**src/rtl/enemy_wave_pkg.sv**
```systemverilog
// Shared types and constants for the enemy wave controller and its per-slot state machines.
package enemy_wave_pkg;

    typedef enum logic [1:0] {
        WaveIdle,
        WaveSpawn,
        WaveRun,
        WaveClear
    } wave_state_e;

    typedef enum logic [1:0] {
        SlotOff,
        SlotAlive,
        SlotDying,
        SlotDead
    } slot_state_e;

    // Fibonacci taps at stages 16, 14, 13 and 11.
    localparam logic [15:0] LfsrTaps = 16'hB400;

    function automatic logic [15:0] lfsr_next(input logic [15:0] s);
        return {s[14:0], ^(s & LfsrTaps)};
    endfunction

endpackage

```
**src/rtl/enemy_slot_fsm.sv**
```systemverilog
// One enemy slot: OFF -> ALIVE -> DYING -> DEAD with a frame-based death timer and a kill pulse.
module enemy_slot_fsm
    import enemy_wave_pkg::*;
#(
    parameter int unsigned DeathFrames = 30
) (
    input  logic clk_i,
    input  logic rst_ni,
    input  logic sof_i,
    input  logic clear_i,
    input  logic spawn_i,
    input  logic hit_i,
    output logic reset_n_o,
    output logic alive_o,
    output logic dying_o,
    output logic kill_o
);

    localparam int unsigned CntW = $clog2(DeathFrames) + 1;

    slot_state_e     state_q, state_d;
    logic [CntW-1:0] cnt_q, cnt_d;
    logic            kill_q, kill_d;

    always_comb begin
        state_d = state_q;
        cnt_d   = cnt_q;
        kill_d  = 1'b0;
        if (clear_i) begin
            state_d = SlotOff;
            cnt_d   = '0;
        end else begin
            unique case (state_q)
                SlotOff: begin
                    if (spawn_i) state_d = SlotAlive;
                end
                SlotAlive: begin
                    if (hit_i) begin
                        state_d = SlotDying;
                        cnt_d   = '0;
                        kill_d  = 1'b1;
                    end
                end
                SlotDying: begin
                    // The frame that would bring the count to DeathFrames removes the enemy.
                    if (sof_i) begin
                        if (cnt_q == CntW'(DeathFrames - 1)) state_d = SlotDead;
                        else                                 cnt_d   = cnt_q + 1'b1;
                    end
                end
                default: ;
            endcase
        end
    end

    always_ff @(posedge clk_i or negedge rst_ni) begin
        if (!rst_ni) begin
            state_q <= SlotOff;
            cnt_q   <= '0;
            kill_q  <= 1'b0;
        end else begin
            state_q <= state_d;
            cnt_q   <= cnt_d;
            kill_q  <= kill_d;
        end
    end

    assign alive_o   = (state_q == SlotAlive);
    assign dying_o   = (state_q == SlotDying);
    assign reset_n_o = alive_o | dying_o;
    assign kill_o    = kill_q;

endmodule

```
**src/rtl/enemy_wave_controller.sv**
```systemverilog
// Wave sequencer: staggered spawning, per-frame random steering bits, kill counting and
// level-clear detection for NUM_ENEMIES enemy slots.
module enemy_wave_controller
    import enemy_wave_pkg::*;
#(
    parameter int unsigned NUM_ENEMIES  = 4,
    parameter int unsigned SPAWN_GAP    = 60,
    parameter int unsigned DEATH_FRAMES = 30,
    parameter logic [15:0] LFSR_SEED    = 16'hACE1
) (
    input  logic                   clk,
    input  logic                   resetN,
    input  logic                   startOfFrame,
    input  logic                   start_wave,
    input  logic [NUM_ENEMIES-1:0] enemy_hit,
    output logic [NUM_ENEMIES-1:0] enemy_resetN,
    output logic [NUM_ENEMIES-1:0] enemy_alive,
    output logic [NUM_ENEMIES-1:0] enemy_dying,
    output logic [NUM_ENEMIES-1:0] enemy_random,
    output logic                   kill_pulse,
    output logic [7:0]             kill_count,
    output logic                   wave_clear
);

    localparam int unsigned GapW = $clog2(SPAWN_GAP) + 1;
    localparam int unsigned IdxW = $clog2(NUM_ENEMIES) + 1;

    wave_state_e            state_q, state_d;
    logic [GapW-1:0]        gap_q, gap_d;
    logic [IdxW-1:0]        idx_q, idx_d;
    logic [7:0]             kill_count_q, kill_count_d;
    logic [8:0]             kill_sum;
    logic [15:0]            lfsr_q;
    logic [NUM_ENEMIES-1:0] random_q;
    logic [NUM_ENEMIES-1:0] spawn;
    logic [NUM_ENEMIES-1:0] slot_kill;
    logic                   slot_clear;

    always_comb begin
        state_d    = state_q;
        gap_d      = gap_q;
        idx_d      = idx_q;
        spawn      = '0;
        slot_clear = 1'b0;
        unique case (state_q)
            WaveIdle, WaveClear: begin
                if (start_wave) begin
                    state_d    = WaveSpawn;
                    gap_d      = '0;
                    idx_d      = '0;
                    slot_clear = 1'b1;
                end
            end
            WaveSpawn: begin
                // Slot 0 goes on the first frame; later slots wait SPAWN_GAP frames each.
                if (startOfFrame) begin
                    if (idx_q == '0 || gap_q == GapW'(SPAWN_GAP - 1)) begin
                        spawn = NUM_ENEMIES'(1) << idx_q;
                        gap_d = '0;
                        idx_d = idx_q + 1'b1;
                        if (idx_q == IdxW'(NUM_ENEMIES - 1)) state_d = WaveRun;
                    end else begin
                        gap_d = gap_q + 1'b1;
                    end
                end
            end
            WaveRun: begin
                if ((enemy_alive | enemy_dying) == '0) state_d = WaveClear;
            end
            default: ;
        endcase
    end

    always_comb begin
        kill_sum = {1'b0, kill_count_q};
        for (int i = 0; i < NUM_ENEMIES; i++) kill_sum = kill_sum + 9'(slot_kill[i]);
        kill_count_d = kill_sum[8] ? 8'hFF : kill_sum[7:0];
        if (slot_clear) kill_count_d = '0;
    end

    always_ff @(posedge clk or negedge resetN) begin
        if (!resetN) begin
            state_q      <= WaveIdle;
            gap_q        <= '0;
            idx_q        <= '0;
            kill_count_q <= '0;
            lfsr_q       <= LFSR_SEED;
            random_q     <= '0;
        end else begin
            state_q      <= state_d;
            gap_q        <= gap_d;
            idx_q        <= idx_d;
            kill_count_q <= kill_count_d;
            lfsr_q       <= lfsr_next(lfsr_q);
            if (startOfFrame) random_q <= lfsr_q[NUM_ENEMIES-1:0];
        end
    end

    for (genvar i = 0; i < NUM_ENEMIES; i++) begin : g_slot
        enemy_slot_fsm #(
            .DeathFrames(DEATH_FRAMES)
        ) u_slot (
            .clk_i    (clk),
            .rst_ni   (resetN),
            .sof_i    (startOfFrame),
            .clear_i  (slot_clear),
            .spawn_i  (spawn[i]),
            .hit_i    (enemy_hit[i]),
            .reset_n_o(enemy_resetN[i]),
            .alive_o  (enemy_alive[i]),
            .dying_o  (enemy_dying[i]),
            .kill_o   (slot_kill[i])
        );
    end

    assign enemy_random = random_q;
    assign kill_pulse   = |slot_kill;
    assign kill_count   = kill_count_q;
    assign wave_clear   = (state_q == WaveClear);

endmodule

```
**config.mk**
```make
export PLATFORM = sky130hd
export DESIGN_NAME = enemy_wave_controller
export DESIGN_NICKNAME = d
export VERILOG_FILES = /design/src/rtl/enemy_wave_pkg.sv /design/src/rtl/enemy_slot_fsm.sv /design/src/rtl/enemy_wave_controller.sv
export SDC_FILE = /design/constraint.sdc
export NUM_CORES = 1
export LEC_CHECK = 0
export BUFFER_PORTS_ARGS = -buffer_cell sky130_fd_sc_hd__buf_2
export CAP_MARGIN = 20
export CORE_ASPECT_RATIO = 2
export CORE_MARGIN = 5
export CORE_UTILIZATION = 40
export DETAILED_ROUTE_END_ITERATION = 16
export PLACE_DENSITY = 0.55
export SYNTH_ARGS = -nofsm -noshare
export SYNTH_HDL_FRONTEND = slang
export SYNTH_SLANG_ARGS = --single-unit
```
**constraint.sdc**
```tcl
create_clock -name clk -period 2.5 [get_ports clk]
set_input_delay 0.5 -clock clk [delete_from_list [all_inputs] [get_ports clk]]
set_output_delay 0.5 -clock clk [all_outputs]
set_load 0.05 [all_outputs]
```
==> impl_metrics.yaml, run 1 <==
route:
  drc: 0
  detail_route.first_pass.iterations: 4
  vias_per_cell: 5.21
  wl_um: 8890
  antenna_violating_nets_post_route: 0
  detail_route.wl_per_cell_um: 15.3
  drc_marker_count_from_the_first_detailed_route_iteration: 99
  detailroute.via_count: 3024
timing:
  timing.final.crit_period_ps: 2360
  tns_ps: 0
  hold-worst-slack_ps: 61.8
  max_clock_freq_mhz: 424
  final_min_period_over_clock_period_pct: 94.4
  slew-limit-headroom_pct: 64.1
  setup_viol_count_final: 0
  hold_violations: 0
  rsz0062_at_grt: "false"
  worstMarginPinSlew_ps: 533
  worst_clock_skew_ps: 7.03
  report.final.slew_viol_count: 0
clock_network:
  clk_root_buffer_cell: "sky130_fd_sc_hd__clkbuf_16"
  cts_hold_buf: 0
  clkLatencyLatePin_ps: 330
  tritoncts: "done"
  cts_made_buffers: 9
  cts_max_path_buffers: 2
  clk_pin_slew_worst_paths_ps: 60
  clkSinkCount: 76
  h_tree_levels: 3
die:
  core_area_mm2: 0.0101
  std_cell_rows: 52
  design.portCount: 34
  chipHeight_um: 154
  dieArea_mm2: 0.0127
  die_w_um: 82.2
  initial_cell_density_of_the_core_pct: 41.1
synth:
  synth-xor-area-share_pct: 2.31
  postSynth.asyncResetShare_pct: 100
  synth_nets: 455
  synth_cell_type_count: 63
  ys_dominant_reg_cell: "sky130_fd_sc_hd__dfrtp_1"
  yosysWarningCount: 0
  synth_mux_area_share_pct: 3.75
  syn_avg_cell_area_um2: 10.2
  part_of_the_yosys_area_used_for_sequential_elements_pct: 45.8
  synth_enable_flop_cells: 0
  synth_adder_area_share_pct: 11.9
  synth_top_family_by_area: "simple AND/OR/NAND/NOR gates"
  postSynthRegisterBits: 76
  synthSimpleGateAreaFrac_pct: 16.4
  synthesis.instances: 409
  synthesis.area_mm2: 0.00417
  compound_gate_portion_of_the_synthesized_area_pct: 13.5
grt:
  first_global_vias: 3205
  globalRouteOverflowTotal: 0
  grt_start_max_net_pins: 55
  grt_pass1_wl_um: 15200
  antenna_found_initial: 0
  grt_util_all_layers_pct: 15.4
place:
  final_gp_congestion: 0.767
  post-place-cells: 564
  io_buffer_count: 33
  hpwlAfterDp_um: 6640
  placed_area_mm2: 0.00445
setup_path:
  timing.critical_path.from_type: "flip-flop"
  worst_path_most_repeated_cell: "sky130_fd_sc_hd__fa_1"
  timing.setup.critical_path_class: "flip-flop to flip-flop"
  worst_ep_arrival_time_ps: 2580
  timing.critical_path.required_ps: 2720
  critPathSlowestCell: "sky130_fd_sc_hd__fa_1"
  critical_path.endpoint_type: "flip-flop"
  crit_path_max_incr_delay_ps: 530
  path_cells: "fa_1, inv_1, fa_1, nor2b_1, o21ai_0, nor3_1, nand3_1, o211a_1"
  crit_fanout: 3
pwr:
  cell_internal_pwr_uw: 2710
  leakagePower_uw: 0.00221
  pwr-share-clk_pct: 29.4
  max-vdd-ir-drop_mv: 0.665
  power.switching_uw: 1820
  switching_share_pct: 40.2
  power.sequential.fraction_pct: 31.8
  cellPowerDensity_mw_per_mm2: 952
  power_frac_comb_pct: 38.8
  total_power_uw: 4530
finish:
  antennaDiodeCount: 0
  layout.cell_area.non_filler_mm2: 0.00476
  areaGrowthSynthToFinish_pct: 14.2
  final_net_count: 486
  layout-drive-gt1-share_pct: 19.3
  instances_no_fill: 580
job:
  drv.max_cap_violation_count: 0
hold_path:
  hold_path_class: "input pin to asynchronous set/reset pin"
run_status:
  status: "finished, final reports clean"
[final timing paths]
check / startpoint / slack [ps] / end / depth (start not counted)
worst max-delay path: kill_count[0] / 140 / kill_count[7] / 8
worst min-delay path: resetN / 60 / g_slot[1].u_slot.cnt_q[3] / 1
worst max register to register: kill_count[0] / 140 / kill_count[7] / 8
worst min register to register: lfsr_q[6] / 350 / lfsr_q[7] / 0
max in group asynchronous: resetN / 1800 / lfsr_q[6] / 2
min in group clk: lfsr_q[6] / 350 / lfsr_q[7] / 0
[power by group through the flow]
stage | Combinational [µW] | Clock, µW | Sequential (µW)
after floorplan | 1310 | 0 | 1500
after global placement | 1760 | 0 | 1460
after detailed placement | 1780 | 0 | 1460
after CTS | 1790 | 1380 | 1440
after global routing | 1950 | 1420 | 1460
final | 1760 | 1330 | 1440
[cell usage in the layout (no fill, tap or decap), drive strengths merged, types with 6 or more instances in the layout]
master and n:
nor2 19, buf 42, nand4 6, nor3 7
xor2 6, nand2 34, dfstp 8, inv 33
ha 35, clkbuf 10, nand3 23, nand2b 9
and3 6, dfrtp 68, mux2i 10, o21ai 21
or3 7, a21oi 21
[metal layers]
| layer | wire length (µm) | global-route usage, % | vias to the layer above |
|---|---|---|---|
| met1 | 3520 | 16.7 | 1483 |
| li1 | - | - | 1485 |
| met2 | 4890 | 28.1 | 45 |
| met5 | 0 | 0 | - |
| met4 | 155 | 5.71 | 0 |
| met3 | 323 | 2.91 | 11 |
[worst max-delay path, delay by kind of cell, from the launching register on]
family,cells,cell delay [ps]
buffers and inverters,1,50
DFF,1,420
AOI/OAI and AO/OA,2,330
adders and majority gates,2,910
and+or+nand+nor,3,530
[repair_timing]
action / CTS / global route
resized for setup: 0 / 2
endpoints found under the setup margin: 0 / 6
setup buffers: 0 / 0
endpoints found under the hold margin: 0 / 0
[cell usage after synthesis, types with 4 or more instances]
cell type / instances / area share, %
sky130_fd_sc_hd__xor2_1: 6 / 1.3
sky130_fd_sc_hd__inv_1: 30 / 2.7
sky130_fd_sc_hd__nand3_1: 23 / 2.8
sky130_fd_sc_hd__nand2b_1: 9 / 1.3
sky130_fd_sc_hd__dfrtp_1: 68 / 41
sky130_fd_sc_hd__buf_4: 13 / 2.3
sky130_fd_sc_hd__and3_1: 6 / 0.90
sky130_fd_sc_hd__nand4_1: 6 / 0.90
sky130_fd_sc_hd__nor2b_1: 4 / 0.60
sky130_fd_sc_hd__dfstp_2: 8 / 5.0
sky130_fd_sc_hd__mux2i_1: 10 / 2.4
sky130_fd_sc_hd__mux2_2: 5 / 1.3
sky130_fd_sc_hd__nor2_1: 19 / 1.7
sky130_fd_sc_hd__buf_2: 4 / 0.48
sky130_fd_sc_hd__ha_1: 35 / 10
sky130_fd_sc_hd__o22ai_1: 5 / 0.75
sky130_fd_sc_hd__o21ai_0: 19 / 2.3
sky130_fd_sc_hd__a21oi_1: 20 / 2.4
sky130_fd_sc_hd__or3_1: 7 / 1.0
sky130_fd_sc_hd__nor3_1: 6 / 0.72
sky130_fd_sc_hd__xnor2_1: 5 / 1.0
sky130_fd_sc_hd__a31oi_1: 5 / 0.75
sky130_fd_sc_hd__nand2_1: 34 / 3.1
[cell families after synthesis]
group | count (synthesis)
and+or+nand+nor | 131
AOI/OAI and AO/OA | 84
DFF | 76
buffers and inverters | 54
adders and majority gates | 38
muxes | 15
xor gates and xnor gates | 11
[per-stage QoR]
step / utilization, % / setup WS, ps
floorplan: - / 77.6
finish: 46.9 / 140
global placement: 43.8 / 100
global route: 46.9 / 8.90
CTS: 46.9 / 48.3
detailed placement: 43.8 / 52.0
[state kept, by name, summed over array words and instances, names as in the netlist]
| name | count |
|---|---|
| enemy_random | 4 |
| g_slot.u_slot.cnt_q | 24 |
| g_slot.u_slot.kill_o | 4 |
| g_slot.u_slot.state_q | 8 |
| gap_q | 7 |
| idx_q | 3 |
| kill_count | 8 |
| lfsr_q | 16 |
| state_q | 2 |
[final cells by class]
| type | count | area, µm² |
|---|---|---|
| Inverter | 32 | 120 |
| Timing Repair Buffer | 42 | 248 |
| Clock inverter | 6 | 70.1 |
| Clock buffer | 10 | 239 |
| Tap cell | 135 | 169 |
| Fill cell | 1016 | 5390 |
| Sequential cell | 76 | 1910 |
| Multi-Input combinational cell | 279 | 2000 |
Power figures use the tool's default switching activity.
==> run 2, diff against run 1 <==
==> constraint.sdc (replaced) <==
create_clock -name clk -period 2.5 [get_ports clk]
set_input_delay 0.125 -clock clk [delete_from_list [all_inputs] [get_ports clk]]
set_output_delay 0.125 -clock clk [all_outputs]
set_load 0.05 [all_outputs]
==> run 2 against run 1 <==
Effect of this change: critical path type unchanged; design area rose by 0.55%; total power rose by 1.3%; clock-buffer cell count did not move; highest routed layer unchanged.
==> impl_metrics.yaml, run 2 (synthesis gave the netlist of run 1 again) <==
die:
  std_cell_rows: 52
  design.portCount: 34
  chipHeight_um: 154
  dieArea_mm2: 0.0127
  core_area_mm2: 0.0101
  die_w_um: 82.2
  initial_cell_density_of_the_core_pct: 41.1
timing:
  tns_ps: 0
  max_clock_freq_mhz: 438
  report.final.slew_viol_count: 0
  worst_clock_skew_ps: 6.03
  hold-worst-slack_ps: 47.1
  timing.final.crit_period_ps: 2280
  worstMarginPinSlew_ps: 735
  rsz0062_at_grt: "false"
  slew-limit-headroom_pct: 51.0
  setup_viol_count_final: 0
  hold_violations: 0
  final_min_period_over_clock_period_pct: 91.4
setup_path:
  crit_fanout: 3
  timing.setup.critical_path_class: "flip-flop to flip-flop"
  worst_ep_arrival_time_ps: 2510
  timing.critical_path.from_type: "flip-flop"
  timing.critical_path.required_ps: 2720
  critical_path.endpoint_type: "flip-flop"
place:
  post-place-cells: 565
  io_buffer_count: 33
  final_gp_congestion: 0.778
  hpwlAfterDp_um: 6760
  placed_area_mm2: 0.00444
grt:
  grt_start_max_net_pins: 57
  antenna_found_initial: 0
  grt_pass1_wl_um: 15400
  first_global_vias: 3263
  globalRouteOverflowTotal: 0
  grt_util_all_layers_pct: 15.7
run_status:
  status: "finished, final reports clean"
clock_network:
  clk_pin_slew_worst_paths_ps: 60
  cts_max_path_buffers: 2
  cts_made_buffers: 9
  tritoncts: "done"
  cts_setup_buffers: 0
  clk_root_buffer_cell: "sky130_fd_sc_hd__clkbuf_16"
  clkLatencyLatePin_ps: 340
  h_tree_levels: 3
  clkSinkCount: 76
finish:
  layout-drive-gt1-share_pct: 19.2
  seq_area_mm2: 0.00191
  regs_by_ff_count: "g_slot.u_slot.cnt_q x24, lfsr_q x16"
  final_cell_mix: "sky130_fd_sc_hd__dfrtp_1 (67), sky130_fd_sc_hd__ha_1 (35), sky130_fd_sc_hd__nand2_1 (34)"
  layout.cell_area.non_filler_mm2: 0.00479
  layout.cells.most_common: "sky130_fd_sc_hd__dfrtp_1"
  areaGrowthSynthToFinish_pct: 14.8
  antennaDiodeCount: 0
  instances_no_fill: 582
  top_register: "g_slot.u_slot.cnt_q"
  largest_register_ff_count: 24
  final_net_count: 488
  multi_input_logic_area_mm2: 0.00202
  n_fill_cell: 1015
pwr:
  max-vdd-ir-drop_mv: 0.690
  switching_share_pct: 39.9
  cellPowerDensity_mw_per_mm2: 959
  power.sequential.fraction_pct: 31.4
  power.switching_uw: 1840
  cell_internal_pwr_uw: 2760
  pwr-share-clk_pct: 30.6
  power_frac_comb_pct: 38.0
  total_power_uw: 4590
  leakagePower_uw: 0.00222
job:
  drv.max_cap_violation_count: 0
route:
  detail_route.first_pass.iterations: 4
  drc_marker_count_from_the_first_detailed_route_iteration: 117
  detailroute.via_count: 3067
  drc: 0
  antenna_violating_nets_post_route: 0
  vias_per_cell: 5.27
  detail_route.wl_per_cell_um: 15.7
  wl_um: 9120
hold_path:
  hold_path_class: "input pin to flip-flop"
==> run 2: path summary, 6_finish.rpt <==
path                       slack [ps]  depth (start not counted)          start                   endpoint
setup / recovery                  220                          8  kill_count[0]              kill_count[7]
hold / removal                     50                          2   enemy_hit[1]    g_slot[1].u_slot.kill_o
setup reg to reg                  220                          8  kill_count[0]              kill_count[7]
hold reg to reg                   350                          0      lfsr_q[8]                  lfsr_q[9]
max in group asynchronous        1440                          3         resetN              kill_count[1]
min in group asynchronous         370                          2         resetN  g_slot[3].u_slot.cnt_q[4]
==> run 2: area by class of cell <==
type | count | share of cell area [%]
Clock inverter | 6 | 1.85
Clock buffer | 10 | 4.78
Sequential cell | 76 | 39.9
Timing Repair Buffer | 44 | 5.28
Multi-Input combinational cell | 279 | 42.1
Tap cell | 135 | 3.53
Inverter | 32 | 2.51
==> run 2: power by group through the flow <==
stage          Sequential (µW)  Clock (µW)  Combinational [µW]
2_1_floorplan             1500           0                1310
3_3_place_gp              1460           0                1740
3_5_place_dp              1470           0                1760
4_1_cts                   1440        1440                1770
5_1_grt                   1460        1500                1930
6_report                  1440        1410                1750
==> run 2: through the flow <==
stage,util [%],worst slack (ps)
floorplan,-,77.6
global placement,43.8,105
detailed placement,43.8,52.2
CTS,47.0,35.1
global route,47.2,33.0
finish,47.2,216
==> run 2: timing repair <==
action	CTS	global route
setup endpoints to repair	0	6
hold endpoints to repair	46	0
hold buffers	1	0
resized for setup	0	4
==> run 2: per-layer routing <==
layer	up-vias	share of wire, %	routed length [µm]	track usage (%)
met4	0	2.1	196	6.58
met5	-	0	0	0
li1	1495	-	-	-
met2	48	55	5030	27.9
met3	16	3.0	275	3.32
met1	1508	40	3620	17.6
==> run 2: critical path: stages, from the launching register on <==
cell and delay (ps):
sky130_fd_sc_hd__dfrtp_2 410, sky130_fd_sc_hd__fa_1 540, sky130_fd_sc_hd__inv_1 50, sky130_fd_sc_hd__fa_1 380, sky130_fd_sc_hd__nor2b_1 110, sky130_fd_sc_hd__o21ai_0 190
sky130_fd_sc_hd__nor3_1 250, sky130_fd_sc_hd__nand3_1 110, sky130_fd_sc_hd__o211a_1 140
==> run 3, diff against run 2 <==
CELL_PAD_IN_SITES_DETAIL_PLACEMENT = 2   (was not set)
CELL_PAD_IN_SITES_GLOBAL_PLACEMENT = 2   (was not set)
CORE_UTILIZATION = 39   (was 40)
CTS_CLUSTER_SIZE = 25   (was not set)
PLACE_DENSITY = 0.78   (was 0.55)
==> run 3 against run 2 <==
Effect of this change: worst hold slack better by 35 ps; critical endpoint is now kill_count[5]; fmax shrank 1.7%; global-route usage up 2.8 points; clock-buffer cell count decreased by 1; combinational power grew 7%; cell count up 0.69%.
==> impl_metrics.yaml, run 3 (synthesis gave the netlist of run 1 again) <==
die:
  std_cell_rows: 53
  core_area_mm2: 0.0105
  initial_cell_density_of_the_core_pct: 39.8
  design.portCount: 34
  dieArea_mm2: 0.0130
  chipHeight_um: 156
  die_w_um: 83.1
finish:
  regs_by_ff_count: "g_slot.u_slot.cnt_q x24, lfsr_q x16"
  layout-drive-gt1-share_pct: 20.9
  antennaDiodeCount: 0
  n_fill_cell: 1143
  instances_no_fill: 586
  seq_area_mm2: 0.00191
  layout.cells.most_common: "sky130_fd_sc_hd__dfrtp_1"
  layout.cell_area.non_filler_mm2: 0.00483
  final_net_count: 490
  top_register: "g_slot.u_slot.cnt_q"
  final_cell_mix: "sky130_fd_sc_hd__dfrtp_1 (67), sky130_fd_sc_hd__ha_1 (35), sky130_fd_sc_hd__nand2_1 (34)"
  areaGrowthSynthToFinish_pct: 15.8
  largest_register_ff_count: 24
  multi_input_logic_area_mm2: 0.00204
place:
  io_buffer_count: 33
  final_gp_congestion: 0.787
  placed_area_mm2: 0.00446
  post-place-cells: 569
  hpwlAfterDp_um: 8480
setup_path:
  timing.setup.critical_path_class: "flip-flop to flip-flop"
  timing.critical_path.from_type: "flip-flop"
  critical_path.endpoint_type: "flip-flop"
  crit_fanout: 6
  path_cells: "fa_1, inv_1, fa_1, inv_1, fa_1, nand2_1, nor2_4, nand3_4, a21oi_2"
  critPathSlowestCell: "sky130_fd_sc_hd__fa_1"
  worst_ep_arrival_time_ps: 2590
  crit_path_max_incr_delay_ps: 530
  worst_path_most_repeated_cell: "sky130_fd_sc_hd__fa_1"
  timing.critical_path.required_ps: 2770
  worstRegToRegCells: 9
grt:
  grt_use_met3_pct: 2.79
  grt_use_met2_pct: 38.3
  grt_start_max_net_pins: 52
  global_route.usage.met1_pct: 17.7
  first_global_vias: 3777
  globalRouteOverflowTotal: 0
  grt_most_used_layer: "met2"
  antenna_found_initial: 0
  grt_util_all_layers_pct: 18.6
  grt_pass1_wl_um: 19000
route:
  detail_route.first_pass.iterations: 4
  drc_marker_count_from_the_first_detailed_route_iteration: 46
  detailroute.via_count: 3249
  drc: 0
  wl_um: 11200
  detail_route.wl_per_cell_um: 19.2
  vias_per_cell: 5.54
  antenna_violating_nets_post_route: 0
timing:
  worst_clock_skew_ps: 6.46
  hold-worst-slack_ps: 82.3
  hold_violations: 0
  report.final.slew_viol_count: 0
  rsz0062_at_grt: "true"
  final_min_period_over_clock_period_pct: 92.9
  max_clock_freq_mhz: 431
  slew-limit-headroom_pct: 56.5
  timing.final.crit_period_ps: 2320
  worstMarginPinSlew_ps: 652
  tns_ps: 0
  setup_viol_count_final: 0
hold_path:
  worst_hold_path.num_cells: 2
  hold_path_class: "input pin to flip-flop"
clock_network:
  clkSinkCount: 76
  clkLatencyLatePin_ps: 340
  clk_pin_slew_worst_paths_ps: 60
  clk_root_buffer_cell: "sky130_fd_sc_hd__clkbuf_16"
  h_tree_levels: 3
  cts_setup_buffers: 0
  cts_max_path_buffers: 2
  tritoncts: "done"
  cts_made_buffers: 9
pwr:
  leakagePower_uw: 0.00224
  max-vdd-ir-drop_mv: 0.810
  cellPowerDensity_mw_per_mm2: 983
job:
  drv.max_cap_violation_count: 0
run_status:
  status: "finished, final reports clean"
## run 3: path summary, 6_finish.rpt
| path | from | end | slack [ps] |
|---|---|---|---|
| setup / recovery | kill_count[0] | kill_count[5] | 180 |
| setup reg to reg | kill_count[0] | kill_count[5] | 180 |
| hold / removal | enemy_hit[1] | g_slot[1].u_slot.kill_o | 80 |
| hold reg to reg | lfsr_q[6] | lfsr_q[7] | 360 |
| max in group asynchronous | resetN | gap_q[1] | 1460 |
| min in group asynchronous | resetN | lfsr_q[14] | 360 |
## run 3: where the power goes
part	internal [µW]	total [µW]	switching (µW)
Combinational	575	1880	1310
Sequential	1340	1450	108
Clock	879	1420	537
Total	2800	4750	1950
## run 3: layer usage
layer / wire length [µm] / up-vias
li1: - / 1502
met1: 4040 / 1698
met2: 6710 / 34
met3: 243 / 15
met4: 250 / 0
met5: 0 / -
## run 3: cell type report
class	instances	share of cell area [%]
clock buffer	9	4.66
clock inverter	7	2.05
inverter	32	2.49
multi-input combinational	279	42.1
sequential	76	39.6
tap	137	3.55
timing repair buffer	46	5.54
## run 3: metrics by stage
step	util, %	worst slack (ps)	power (µW)
finish	46.1	177	4750
CTS	45.8	38.8	4820
global placement	42.6	114	3240
detailed placement	42.6	1.00	3350
global route	46.1	2.08	5050
floorplan	-	77.6	2810
## run 3: what timing repair did
action / 4_1_cts / 5_1_grt
setup endpoints to repair: 3 / 7
hold endpoints to repair: 41 / 0
gates resized for setup: 2 / 8
hold buffers: 1 / 0
gates cloned: 0 / 0
## run 3: critical path: cells and delay by family (launching register included)
family | cells | cell delay (ps)
AOI/OAI and AO/OA | 1 | 170
adders and majority gates | 3 | 1110
buffers and inverters | 2 | 140
DFF | 1 | 410
and+or+nand+nor | 3 | 400
